### config.mk
export PLATFORM = sky130hd
export DESIGN_NAME = mem_port_arbiter_flat
export DESIGN_NICKNAME = d
export VERILOG_FILES = /design/src/rtl/mem_port_arbiter_if.sv /design/src/rtl/mem_port_arbiter.sv /design/src/flat_wrapper.sv
export SDC_FILE = /design/constraint.sdc
export NUM_CORES = 1
export LEC_CHECK = 0
export ABC_AREA = 1
export CAP_MARGIN = 10
export CORE_MARGIN = 8
export CORE_UTILIZATION = 36
export DETAILED_ROUTE_END_ITERATION = 8
export PLACE_DENSITY = 0.72
export SYNTH_ARGS = -nofsm -noshare
export SYNTH_HDL_FRONTEND = slang
export SYNTH_SLANG_ARGS = --single-unit
### constraint.sdc
create_clock -name clk -period 1.8 [get_ports clk]
set_clock_uncertainty 0.05 [all_clocks]
set_input_delay 0.36 -clock clk [delete_from_list [all_inputs] [get_ports clk]]
set_output_delay 0.36 -clock clk [all_outputs]
set_load 0.1 [all_outputs]
### src/rtl/mem_port_arbiter_if.sv
`default_nettype none
// ============================================================================
// Module      : mem_port_arbiter_if
// Description : Bundles the fetch, data and memory-side signals of
//               mem_port_arbiter.
//               slave  - the arbiter's view (drives gnt/rvalid/rdata/mem_*)
//               master - the environment's view (drives requests, mem_ack)
// Ports       : if_*  fetch requester handshake
//               d_*   load/store requester handshake
//               mem_* single-port memory command / response
//               err   abort pulse, busy  arbiter not idle
// Revision    : 1.0 - initial release
// ============================================================================
interface mem_port_arbiter_if #(
  parameter int ADDR_W = 32,
  parameter int DATA_W = 32
);
  // Fetch requester
  logic              if_req;
  logic [ADDR_W-1:0] if_addr;
  logic              if_gnt;
  logic              if_rvalid;
  logic [DATA_W-1:0] if_rdata;
  // Data requester
  logic              d_req;
  logic              d_we;
  logic [ADDR_W-1:0] d_addr;
  logic [DATA_W-1:0] d_wdata;
  logic [3:0]        d_be;
  logic              d_gnt;
  logic              d_rvalid;
  logic [DATA_W-1:0] d_rdata;
  logic              err;
  // Memory side
  logic              mem_req;
  logic              mem_we;
  logic [ADDR_W-1:0] mem_addr;
  logic [DATA_W-1:0] mem_wdata;
  logic [3:0]        mem_be;
  logic              mem_ack;
  logic [DATA_W-1:0] mem_rdata;
  logic              busy;

  modport slave (
    input  if_req, if_addr, d_req, d_we, d_addr, d_wdata, d_be,
           mem_ack, mem_rdata,
    output if_gnt, if_rvalid, if_rdata, d_gnt, d_rvalid, d_rdata, err,
           mem_req, mem_we, mem_addr, mem_wdata, mem_be, busy
  );

  modport master (
    output if_req, if_addr, d_req, d_we, d_addr, d_wdata, d_be,
           mem_ack, mem_rdata,
    input  if_gnt, if_rvalid, if_rdata, d_gnt, d_rvalid, d_rdata, err,
           mem_req, mem_we, mem_addr, mem_wdata, mem_be, busy
  );
endinterface
`default_nettype wire

### src/rtl/mem_port_arbiter.sv
`default_nettype none
// ============================================================================
// Module      : mem_port_arbiter
// Description : Shares one single-port memory between instruction fetch and
//               load/store. One transaction in flight; data has priority,
//               but after MAX_D_STREAK consecutive data grants with fetch
//               waiting, fetch is served next. Each transaction is aborted
//               (err pulse, rdata = 0) if mem_ack does not arrive within
//               TIMEOUT busy cycles.
// Ports       : clk  - clock
//               rst  - synchronous reset, active low
//               bus  - mem_port_arbiter_if.slave (requesters + memory)
// Revision    : 1.0 - initial release
// ============================================================================
module mem_port_arbiter #(
  parameter int ADDR_W       = 32,
  parameter int DATA_W       = 32,
  parameter int MAX_D_STREAK = 4,
  parameter int TIMEOUT      = 16
) (
  input  wire logic               clk,
  input  wire logic               rst,
  mem_port_arbiter_if.slave       bus
);

  localparam int c_STK_W = (MAX_D_STREAK > 0) ? $clog2(MAX_D_STREAK + 1) : 1;
  localparam int c_TMO_W = (TIMEOUT > 1) ? $clog2(TIMEOUT) : 1;
  localparam logic [c_STK_W-1:0] c_STK_MAX = c_STK_W'(MAX_D_STREAK);
  localparam logic [c_TMO_W-1:0] c_TMO_MAX = c_TMO_W'(TIMEOUT - 1);

  typedef enum logic [1:0] {
    S_IDLE    = 2'd0,
    S_BUSY_IF = 2'd1,
    S_BUSY_D  = 2'd2
  } state_t;

  state_t              r_state;
  logic [c_STK_W-1:0]  r_streak;
  logic [c_TMO_W-1:0]  r_tmo;
  logic                r_mem_req;
  logic                r_mem_we;
  logic [ADDR_W-1:0]   r_mem_addr;
  logic [DATA_W-1:0]   r_mem_wdata;
  logic [3:0]          r_mem_be;
  logic                r_if_rvalid;
  logic [DATA_W-1:0]   r_if_rdata;
  logic                r_d_rvalid;
  logic [DATA_W-1:0]   r_d_rdata;
  logic                r_err;

  logic                w_idle;
  logic                w_sel_d;
  logic                w_sel_if;
  logic                w_tmo_hit;

  // Data wins unless fetch is waiting and data has used up its streak.
  assign w_idle    = (r_state == S_IDLE);
  assign w_sel_d   = w_idle && bus.d_req && !(bus.if_req && (r_streak == c_STK_MAX));
  assign w_sel_if  = w_idle && !w_sel_d && bus.if_req;
  assign w_tmo_hit = (r_tmo == c_TMO_MAX);

  always_ff @(posedge clk) begin
    if (!rst) begin
      r_state     <= S_IDLE;
      r_streak    <= '0;
      r_tmo       <= '0;
      r_mem_req   <= 1'b0;
      r_mem_we    <= 1'b0;
      r_mem_addr  <= '0;
      r_mem_wdata <= '0;
      r_mem_be    <= 4'h0;
      r_if_rvalid <= 1'b0;
      r_if_rdata  <= '0;
      r_d_rvalid  <= 1'b0;
      r_d_rdata   <= '0;
      r_err       <= 1'b0;
    end else begin
      // Response strobes are single-cycle pulses.
      r_if_rvalid <= 1'b0;
      r_d_rvalid  <= 1'b0;
      r_err       <= 1'b0;

      case (r_state)
        S_IDLE: begin
          r_tmo <= '0;
          if (w_sel_d) begin
            r_state     <= S_BUSY_D;
            r_mem_req   <= 1'b1;
            r_mem_we    <= bus.d_we;
            r_mem_addr  <= bus.d_addr;
            r_mem_wdata <= bus.d_wdata;
            r_mem_be    <= bus.d_be;
            if (!bus.if_req)
              r_streak <= '0;
            else if (r_streak != c_STK_MAX)
              r_streak <= r_streak + 1'b1;
          end else if (w_sel_if) begin
            r_state     <= S_BUSY_IF;
            r_mem_req   <= 1'b1;
            r_mem_we    <= 1'b0;
            r_mem_addr  <= bus.if_addr;
            r_mem_be    <= 4'hF;
            r_streak    <= '0;
          end
        end

        S_BUSY_IF, S_BUSY_D: begin
          // An ack on the last allowed cycle still counts as success.
          if (bus.mem_ack || w_tmo_hit) begin
            r_state   <= S_IDLE;
            r_mem_req <= 1'b0;
            r_tmo     <= '0;
            r_err     <= !bus.mem_ack;
            if (r_state == S_BUSY_IF) begin
              r_if_rvalid <= 1'b1;
              r_if_rdata  <= bus.mem_ack ? bus.mem_rdata : '0;
            end else begin
              r_d_rvalid <= 1'b1;
              r_d_rdata  <= (bus.mem_ack && !r_mem_we) ? bus.mem_rdata : '0;
            end
          end else begin
            r_tmo <= r_tmo + 1'b1;
          end
        end

        default: begin
          r_state   <= S_IDLE;
          r_mem_req <= 1'b0;
          r_tmo     <= '0;
        end
      endcase
    end
  end

  assign bus.if_gnt    = w_sel_if;
  assign bus.d_gnt     = w_sel_d;
  assign bus.if_rvalid = r_if_rvalid;
  assign bus.if_rdata  = r_if_rdata;
  assign bus.d_rvalid  = r_d_rvalid;
  assign bus.d_rdata   = r_d_rdata;
  assign bus.err       = r_err;
  assign bus.mem_req   = r_mem_req;
  assign bus.mem_we    = r_mem_we;
  assign bus.mem_addr  = r_mem_addr;
  assign bus.mem_wdata = r_mem_wdata;
  assign bus.mem_be    = r_mem_be;
  assign bus.busy      = !w_idle;

endmodule
`default_nettype wire

### src/flat_wrapper.sv
// flat-port wrapper written by rule: the top's interface ports become plain ports
module mem_port_arbiter_flat 
#(
  parameter int ADDR_W       = 32,
  parameter int DATA_W       = 32,
  parameter int MAX_D_STREAK = 4,
  parameter int TIMEOUT      = 16
)
  (clk, rst, bus_if_req, bus_if_addr, bus_d_req, bus_d_we, bus_d_addr, bus_d_wdata, bus_d_be, bus_mem_ack, bus_mem_rdata, bus_if_gnt, bus_if_rvalid, bus_if_rdata, bus_d_gnt, bus_d_rvalid, bus_d_rdata, bus_err, bus_mem_req, bus_mem_we, bus_mem_addr, bus_mem_wdata, bus_mem_be, bus_busy);
  mem_port_arbiter_if #(.ADDR_W(ADDR_W), .DATA_W(DATA_W)) bus_i ();
  input  wire logic clk;
  input  wire logic rst;
  input wire logic [$bits(bus_i.if_req)-1:0] bus_if_req;
  input wire logic [$bits(bus_i.if_addr)-1:0] bus_if_addr;
  input wire logic [$bits(bus_i.d_req)-1:0] bus_d_req;
  input wire logic [$bits(bus_i.d_we)-1:0] bus_d_we;
  input wire logic [$bits(bus_i.d_addr)-1:0] bus_d_addr;
  input wire logic [$bits(bus_i.d_wdata)-1:0] bus_d_wdata;
  input wire logic [$bits(bus_i.d_be)-1:0] bus_d_be;
  input wire logic [$bits(bus_i.mem_ack)-1:0] bus_mem_ack;
  input wire logic [$bits(bus_i.mem_rdata)-1:0] bus_mem_rdata;
  output wire logic [$bits(bus_i.if_gnt)-1:0] bus_if_gnt;
  output wire logic [$bits(bus_i.if_rvalid)-1:0] bus_if_rvalid;
  output wire logic [$bits(bus_i.if_rdata)-1:0] bus_if_rdata;
  output wire logic [$bits(bus_i.d_gnt)-1:0] bus_d_gnt;
  output wire logic [$bits(bus_i.d_rvalid)-1:0] bus_d_rvalid;
  output wire logic [$bits(bus_i.d_rdata)-1:0] bus_d_rdata;
  output wire logic [$bits(bus_i.err)-1:0] bus_err;
  output wire logic [$bits(bus_i.mem_req)-1:0] bus_mem_req;
  output wire logic [$bits(bus_i.mem_we)-1:0] bus_mem_we;
  output wire logic [$bits(bus_i.mem_addr)-1:0] bus_mem_addr;
  output wire logic [$bits(bus_i.mem_wdata)-1:0] bus_mem_wdata;
  output wire logic [$bits(bus_i.mem_be)-1:0] bus_mem_be;
  output wire logic [$bits(bus_i.busy)-1:0] bus_busy;
  assign bus_i.if_req = bus_if_req;
  assign bus_i.if_addr = bus_if_addr;
  assign bus_i.d_req = bus_d_req;
  assign bus_i.d_we = bus_d_we;
  assign bus_i.d_addr = bus_d_addr;
  assign bus_i.d_wdata = bus_d_wdata;
  assign bus_i.d_be = bus_d_be;
  assign bus_i.mem_ack = bus_mem_ack;
  assign bus_i.mem_rdata = bus_mem_rdata;
  assign bus_if_gnt = bus_i.if_gnt;
  assign bus_if_rvalid = bus_i.if_rvalid;
  assign bus_if_rdata = bus_i.if_rdata;
  assign bus_d_gnt = bus_i.d_gnt;
  assign bus_d_rvalid = bus_i.d_rvalid;
  assign bus_d_rdata = bus_i.d_rdata;
  assign bus_err = bus_i.err;
  assign bus_mem_req = bus_i.mem_req;
  assign bus_mem_we = bus_i.mem_we;
  assign bus_mem_addr = bus_i.mem_addr;
  assign bus_mem_wdata = bus_i.mem_wdata;
  assign bus_mem_be = bus_i.mem_be;
  assign bus_busy = bus_i.busy;
  mem_port_arbiter #(.ADDR_W(ADDR_W), .DATA_W(DATA_W), .MAX_D_STREAK(MAX_D_STREAK), .TIMEOUT(TIMEOUT)) u_core (.clk(clk), .rst(rst), .bus(bus_i));
endmodule
-- After elaboration in Yosys (flattened, before gate mapping)
Index checks and enable logic that the tools add are counted.
- add/sub/neg operators: 2
- eq/ne operators: 8
- muxes and demuxes: 22
- bitwise gates (word level): 3
- reduce and logical (&&, ||, !) cells: 23
- operator list (kind ; number):
    $mux W32 ; 4
    $mux W3 ; 4
    $reduce_and A3 Y1 ; 4
    $ne A3 B3 Y1 const B ; 3
    $mux W4 ; 2
    $mux W1 ; 7
    $logic_and A1 B1 Y1 ; 6
    $mux W2 ; 3
    $reduce_and A2 Y1 ; 3
    $logic_not A1 Y1 ; 5
    $add A4 B1 Y4 const B ; 1
    $eq A4 B4 Y1 const B ; 1
    $pmux W2 S2 ; 1
    $add A3 B1 Y3 const B ; 1
    $eq A3 B3 Y1 const B ; 1
    $not A1 Y1 ; 3
    $reduce_or A3 Y1 ; 1
    $eq A2 B1 Y1 const B ; 1
    $eq A2 B2 Y1 const B ; 1
    $logic_not A2 Y1 ; 1
    $ne A2 B1 Y1 const B ; 1
    $pmux W1 S2 ; 1
    $reduce_bool A2 Y1 ; 1
    $reduce_or A2 Y1 ; 1
    $logic_or A1 B1 Y1 ; 1
- bits in registers: 146
- input bits: 138
- output and inout port bits: 140
- word-level logic and storage cells: 71

-- Logic depth before layout (Yosys ltp)
Gate-level depths: netlist of the first run.
- word-level depth: 10
- depth in mapped cells: 10

-- Worst setup path after synthesis of the first run
Ideal clock, no wire load.
- path kind: reg-to-output
- start: reg u_core.r_state[0]
- end: out bus_if_gnt
- arrival: 1.698 ns
- data required time: 1.390 ns
- slack: -0.308 ns
- stages on the path, launching flop included: 9
- path buffers: 1
- path through: dfxtp_1 -> inv_1 -> ha_1 -> nand2_1 -> inv_2 -> nand2_4 -> nand2_2 -> buf_2 -> inv_1
- cells in the longest elaborated chain, start to end: 6
- RTL lines (element ; RTL line ; text):
    start: declaration ; mem_port_arbiter.sv:37 ; state_t r_state;
    start signal: assignment ; mem_port_arbiter.sv:64 ; r_state <= S_IDLE;
    start signal: assignment ; mem_port_arbiter.sv:87 ; r_state <= S_BUSY_D;
    start signal: assignment ; mem_port_arbiter.sv:98 ; r_state <= S_BUSY_IF;
    $logic_not A2 Y1 * ; mem_port_arbiter.sv:57 ; assign w_idle = (r_state == S_IDLE);
    via u_core.w_idle ; mem_port_arbiter.sv:51 ; logic w_idle;
    $logic_and A1 B1 Y1 (2 in a row) ; mem_port_arbiter.sv:58 ; assign w_sel_d = w_idle && bus.d_req && !(bus.if_req && (r_streak == c_STK_MAX));
    $logic_not A1 Y1 ; mem_port_arbiter.sv:59 ; assign w_sel_if = w_idle && !w_sel_d && bus.if_req;
    $logic_and A1 B1 Y1 * (2 in a row) ; mem_port_arbiter.sv:59 ;
    end: declaration ; flat_wrapper.sv:22 ; output wire logic [$bits(bus_i.if_gnt)-1:0] bus_if_gnt;
The timed path passes the listed nets; every way through them passes the cells marked *.

-- Final worst setup path of the first run
- start: reg u_core.r_state[1]
- end: out bus_if_gnt
Same word-level chain as after synthesis.

==> results.json, run 1 <==
{
  "status": "finished, violations left",
  "violations": "setup timing",
  "crit_type": "flop to primary output",
  "grtUsageTotal": 0.1950,
  "synth_common_cells": "265 x nor2_1, 149 x nand2_1, 146 x dfxtp_1, 87 x inv_1, 63 x o21ai_0",
  "path_cells": "inv_2, ha_4, nand2_2, inv_2, nand2_4, nand2_4, clkinvlp_4, buf_12",
  "routedWlPerCell_um": 14.97,
  "rrSetupSlack_ns": 0.14,
  "pwr_density_cell_nw_per_um2": 1037,
  "avgViaCountPerCell": 4.530,
  "synth_edf_count": 0,
  "synth.net_count": 1011,
  "path_buf_inv": 4,
  "clock-root-buffer": "clkbuf_16",
  "antenna_found_initial": 0,
  "cts_max_path_buffers": 2,
  "met2_usage": 0.3438,
  "dr.pass1.iters": 5,
  "timing.fmax_mhz": 519.4,
  "cts_sinks": 146,
  "stdcell_area_um2": 11240,
  "routed_wl_um": 20730,
  "netlist.area_leader.share": 0.4907,
  "gp_congestion": 0.7867,
  "ys_seq_elements": 146,
  "ys_seq_area_frac": 0.4907,
  "layout_setup_ws_ns": -0.1252,
  "dp.cells": 1344,
  "vias": 6274,
  "dieArea_um2": 20920,
  "hold_viol": 0,
  "core_um2": 16410,
  "ir_drop_uv": 613.1,
  "syn-cell-area_um2": 5957,
  "clk_pin_slew_worst_paths_ns": 0.06,
  "met1_usage": 0.2161,
  "worstMarginPinSlew_ns": 0.3787,
  "grt_pass1_wl_um": 31500,
  "leakage_nw": 4.898,
  "post-place-ws_ns": -0.1224,
  "synth_top_cell_by_area": "dfxtp_1",
  "path_max_fanout": 4,
  "synthTopCellsByArea": "dfxtp_1 49%, nor2_1 17%, nand2_1 9.4%",
  "overflow": 0,
  "crit_arrival_ns": 1.52,
  "yosys_warnings": 0,
  "grt_pass1_vias": 6102,
  "start_util": 0.3631,
  "cts_tree": "done",
  "synth_area_per_cell_um2": 6.879,
  "cts_made_buffers": 17,
  "row_count": 47,
  "postPlaceCellArea_um2": 10550,
  "dpl.hpwl_um": 15820,
  "ant_nets": 0,
  "hold_ws_ns": 0.3744,
  "nets": 1297,
  "rsz0062_at_grt": "yes",
  "min_period_ns": 1.925,
  "grt_use_met3": 0.06801,
  "max_stage_delay_ns": 0.32,
  "crit_path_top_delay_cell": "dfxtp_2",
  "slew_violations": 0,
  "stdcell_count": 1385,
  "endpoint_kind": "primary output",
  "hp-class": "input port to flop",
  "grt_max_degree": 71,
  "utilization": 0.6848,
  "fp.dieW_um": 144.6,
  "synthArstFlopShare": 0,
  "antenna_cells": 0,
  "critPathTopFamily": "buffers and inverters",
  "io_buffers": 277,
  "ys.flop_type": "dfxtp_1",
  "fin_crit_sh": 1.070,
  "yosysMostFrequentCell": "nor2_1",
  "busiest_layer": "met2",
  "drt_iter0_markers": 234,
  "ios": 278,
  "relSlewSlack": 0.7472,
  "maxCapViolations": 0,
  "critPathLaunchType": "flop",
  "drive_above_1_share": 0.1966,
  "required_ns": 1.39,
  "area.growth.synth_to_final_pct": 88.62,
  "postCtsHoldBufs": 0,
  "die_h_um": 144.6,
  "synth_cells": 866,
  "ys_types": 21,
  "ctsHtreeMaxLevel": 4,
  "setup_viol": 2,
  "insertion_delay_ns": 0.40,
  "drc_errors": 0
}
-- registers in the layout, indices dropped and copies added (netlist names) --
signal                count
u_core.bus.d_rdata       32
u_core.bus.d_rvalid       1
u_core.bus.err            1
u_core.bus.if_rdata      32
u_core.bus.if_rvalid      1
u_core.bus.mem_addr      32
u_core.bus.mem_be         4
u_core.bus.mem_req        1
u_core.bus.mem_wdata     32
u_core.bus.mem_we         1
u_core.r_state            2
u_core.r_streak           3
u_core.r_tmo              4
-- routing by layer --
metal | vias up | wire (µm)
met5 | - | 0
met3 | 22 | 1807
met4 | 0 | 267
met2 | 219 | 10560
met1 | 2813 | 8097
li1 | 3220 | -
-- worst paths after layout --
check,startpoint,endpoint,cells after the start
max,u_core.r_state[1],bus_if_gnt,8
min reg2reg,u_core.r_tmo[0],u_core.r_tmo[0],1
max reg2reg,u_core.r_state[1],u_core.bus.mem_be[2],10
min,rst,u_core.bus.if_rdata[1],3
-- where the power goes --
group | leakage [nW] | internal, W | switching [W]
Combinational | 3.43 | 0.00165 | 0.00277
Sequential | 1.20 | 0.00350 | 0.000269
Clock | 0.272 | 0.00208 | 0.00138
-- worst reg2reg max path, delay by kind of cell, from the launching register on --
kind                     cells  cell delay (ns)
flip-flops                   1             0.32
AO/OA/AOI/OAI                2             0.27
AND/OR/NAND/NOR              2             0.12
adder cells (fa/ha/maj)      1             0.17
buffers and inverters        5             0.62
-- cell usage in the layout, fill, tap and decap left out, drive strengths merged, types with 5 or more instances in the layout --
cell type | Yosys | layout
dfxtp | 146 | 146
nand2 | 151 | 151
clkdlybuf4s50 | 0 | 136
clkinvlp | 0 | 5
ha | 7 | 7
o21ai | 69 | 69
inv | 90 | 89
clkbuf | 27 | 20
a21oi | 43 | 43
buf | 23 | 181
nand3 | 41 | 41
nor2 | 265 | 265
clkinv | 0 | 6
-- cells by family after synthesis --
logic type,synth area share
xor+xnor,0.001471
fa+ha+maj,0.01470
buf+inv,0.09536
compound gates,0.09536
flops,0.4907
simple gates,0.3025
-- through the flow --
stage	total power [W]	TNS, ns
after floorplan	0.006348	-0.06423
after global placement	0.008178	-0.2123
after detailed placement	0.008230	-2.337
after CTS	0.01176	-0.3078
after global routing	0.01210	-0.4086
final	0.01165	-0.2480
-- repair_timing --
action | CTS | global route
pin swaps | 3 | 0
setup buffers | 5 | 4
cloned | 0 | 0
hold endpoints to repair | 0 | 0
gates resized for setup | 13 | 2
setup endpoints to repair | 3 | 3
-- area by class of cell --
type / count / area [µm²]
fill: 1276 / 5171
timing repair buffer: 317 / 4602
sequential: 146 / 2928
multi-input combinational: 580 / 2500
clock buffer: 20 / 446.7
inverter: 90 / 349.1
tap: 220 / 275.3
clock inverter: 12 / 135.1
Power figures use the tool's default switching activity.
==> run 2, diff against run 1 <==
--- a/config.mk
+++ b/config.mk
@@ -7,10 +7,11 @@
 export LEC_CHECK = 0
 export ABC_AREA = 1
 export CAP_MARGIN = 10
-export CORE_MARGIN = 8
-export CORE_UTILIZATION = 36
+export CORE_MARGIN = 2
+export CORE_UTILIZATION = 41
 export DETAILED_ROUTE_END_ITERATION = 8
-export PLACE_DENSITY = 0.72
+export PLACE_DENSITY = 0.8
+export RECOVER_POWER = 25
 export SYNTH_ARGS = -nofsm -noshare
 export SYNTH_HDL_FRONTEND = slang
 export SYNTH_SLANG_ARGS = --single-unit
==> run 2 against run 1 <==
Effect of this change:
- final area fell by 8.7%
- critical path type unchanged
- largest cell class unchanged
- via count rose by 3.6%
- worst setup slack improved by 0.0049 ns
- the flow still finishes with violations (setup timing)
- sequential share of layout area rose by 2.5 points
==> results.json, run 2 (same netlist as run 1, synthesis figures left out) <==
{
  "layout_setup_ws_ns": -0.1203,
  "crit_arrival_ns": 1.51,
  "worstMarginPinSlew_ns": 0.5765,
  "drive_above_1_share": 0.2009,
  "crit_type": "flop to primary output",
  "status": "finished, violations left",
  "critPathLaunchType": "flop",
  "fp.dieW_um": 124.5,
  "dp.cells": 1306,
  "timing.fmax_mhz": 520.7,
  "ant_nets": 0,
  "worst_hold_path.num_cells": 3,
  "cts_tree": "done",
  "endpoint_kind": "primary output",
  "r2r_end": "u_core.bus.mem_wdata[22]",
  "avgViaCountPerCell": 4.819,
  "violations": "setup timing",
  "rrSetupSlack_ns": 0.09,
  "grt_pass1_wl_um": 31700,
  "reg2reg_from": "u_core.r_state[0]",
  "min_from": "rst",
  "drt_iter0_markers": 367,
  "min_period_ns": 1.920,
  "grtUsageTotal": 0.2528,
  "vias": 6501,
  "antenna_found_initial": 0,
  "insertion_delay_ns": 0.41,
  "max_stage_delay_ns": 0.32,
  "overflow": 0,
  "crit_path_top_delay_cell": "dfxtp_2",
  "postCtsHoldBufs": 0,
  "ir_drop_uv": 594.8,
  "area.growth.synth_to_final_pct": 72.19,
  "antenna_cells": 0,
  "hold_end": "u_core.bus.d_rdata[27]",
  "rsz0062_at_grt": "yes",
  "core_um2": 14370,
  "clock-root-buffer": "clkbuf_16",
  "die_h_um": 124.5,
  "drc_errors": 0,
  "cts_made_buffers": 17,
  "utilization": 0.7139,
  "setup_viol": 2,
  "grt_max_degree": 45,
  "hp-class": "input port to flop",
  "cts_sinks": 146,
  "stdcell_count": 1349,
  "dpl.hpwl_um": 14200,
  "path_cells": "inv_2, ha_4, nand2_2, inv_2, nand2_4, nand2_4, clkinvlp_4, buf_12",
  "finalPower_w": 0.01147,
  "row_count": 44,
  "required_ns": 1.39,
  "final_common_cell": "nor2_1",
  "slew_violations": 0,
  "leakage_nw": 4.656,
  "ios": 278,
  "start_util": 0.4146,
  "pwr_density_cell_nw_per_um2": 1118,
  "dr.pass1.iters": 6,
  "clk_pin_slew_worst_paths_ns": 0.06,
  "relSlewSlack": 0.6173,
  "ctsHtreeMaxLevel": 4,
  "dieArea_um2": 15510,
  "cts_max_path_buffers": 2,
  "routed_wl_um": 20040,
  "post-place-ws_ns": -0.08223,
  "nets": 1297,
  "io_buffers": 277,
  "fin_crit_sh": 1.067,
  "hold_viol": 0,
  "finalSetupTns_ns": -0.2318,
  "gp_congestion": 0.8407,
  "routedWlPerCell_um": 14.85,
  "path_max_fanout": 3,
  "final_cell_mix": "265 x nor2_1, 148 x nand2_1, 141 x dfxtp_1, 136 x clkdlybuf4s50_1, 85 x buf_12",
  "maxCapViolations": 0,
  "r2r.worst_path.cells": 10,
  "grt_pass1_vias": 6306
}
## run 2: cell count changes in the layout (fill, tap and decap cells not counted), sizes merged
| cell | before | now |
|---|---|---|
| bufinv | 2 | 3 |
| clkbuf | 20 | 80 |
| inv | 89 | 91 |
| clkinv | 6 | 5 |
| buf | 181 | 119 |
## run 2: where the power goes
| group | leakage [nW] | internal [W] | total (W) | switching [W] |
|---|---|---|---|---|
| Clock | 0.289 | 0.00224 | 0.00367 | 0.00144 |
| Combinational | 3.17 | 0.00130 | 0.00409 | 0.00278 |
| Sequential | 1.20 | 0.00350 | 0.00371 | 0.000210 |
| Total | 4.66 | 0.00703 | 0.0115 | 0.00443 |
## run 2: worst max-delay path: cells and delay by family (launching register included)
kind / cells / cell delay, ns
buf+inv: 4 / 0.41
flops: 1 / 0.32
simple gates: 3 / 0.19
fa+ha+maj: 1 / 0.17
## run 2: per-stage QoR
step / hold WS [ns] / area [µm²]
after floorplan: 0.3676 / 5973
after global placement: 0.3820 / 10460
after detailed placement: 0.4074 / 10460
after CTS: 0.2771 / 11170
after global routing: 0.3059 / 10260
final: 0.2946 / 10260
## run 2: worst max path at each step
| stage | start | to | slack (ns) |
|---|---|---|---|
| floorplan | u_core.r_state[0] | bus_if_gnt | -0.06 |
| CTS | u_core.r_state[1] | bus_if_gnt | -0.14 |
| finish | u_core.r_state[0] | bus_if_gnt | -0.12 |
| global route | u_core.r_state[0] | bus_if_gnt | -0.19 |
| global placement | bus_d_req | bus_if_gnt | -0.06 |
| detailed placement | bus_if_req | bus_if_gnt | -0.08 |
## run 2: routing by layer
layer,GRT usage,up-vias,wire length (µm)
li1,-,3225,-
met1,0.2789,2968,7849
met2,0.4449,259,10100
met3,0.08119,49,1403
met4,0.1091,0,682
met5,0,-,0
## run 2: repair_timing
action / 4_1_cts / 5_1_grt
hold endpoints to repair: 0 / 0
pin swaps: 4 / 2
setup endpoints to repair: 3 / 3
gates resized for setup: 14 / 1
buffers inserted: 7 / 4
## run 2: layout make-up
| type | instances | area, µm² |
|---|---|---|
| timing repair buffer | 317 | 3623 |
| sequential | 146 | 2929 |
| fill | 1070 | 4111 |
| clock inverter | 14 | 181.4 |
| tap | 184 | 230.2 |
| multi-input combinational | 580 | 2510 |
| clock buffer | 18 | 439.2 |
| inverter | 90 | 344.1 |
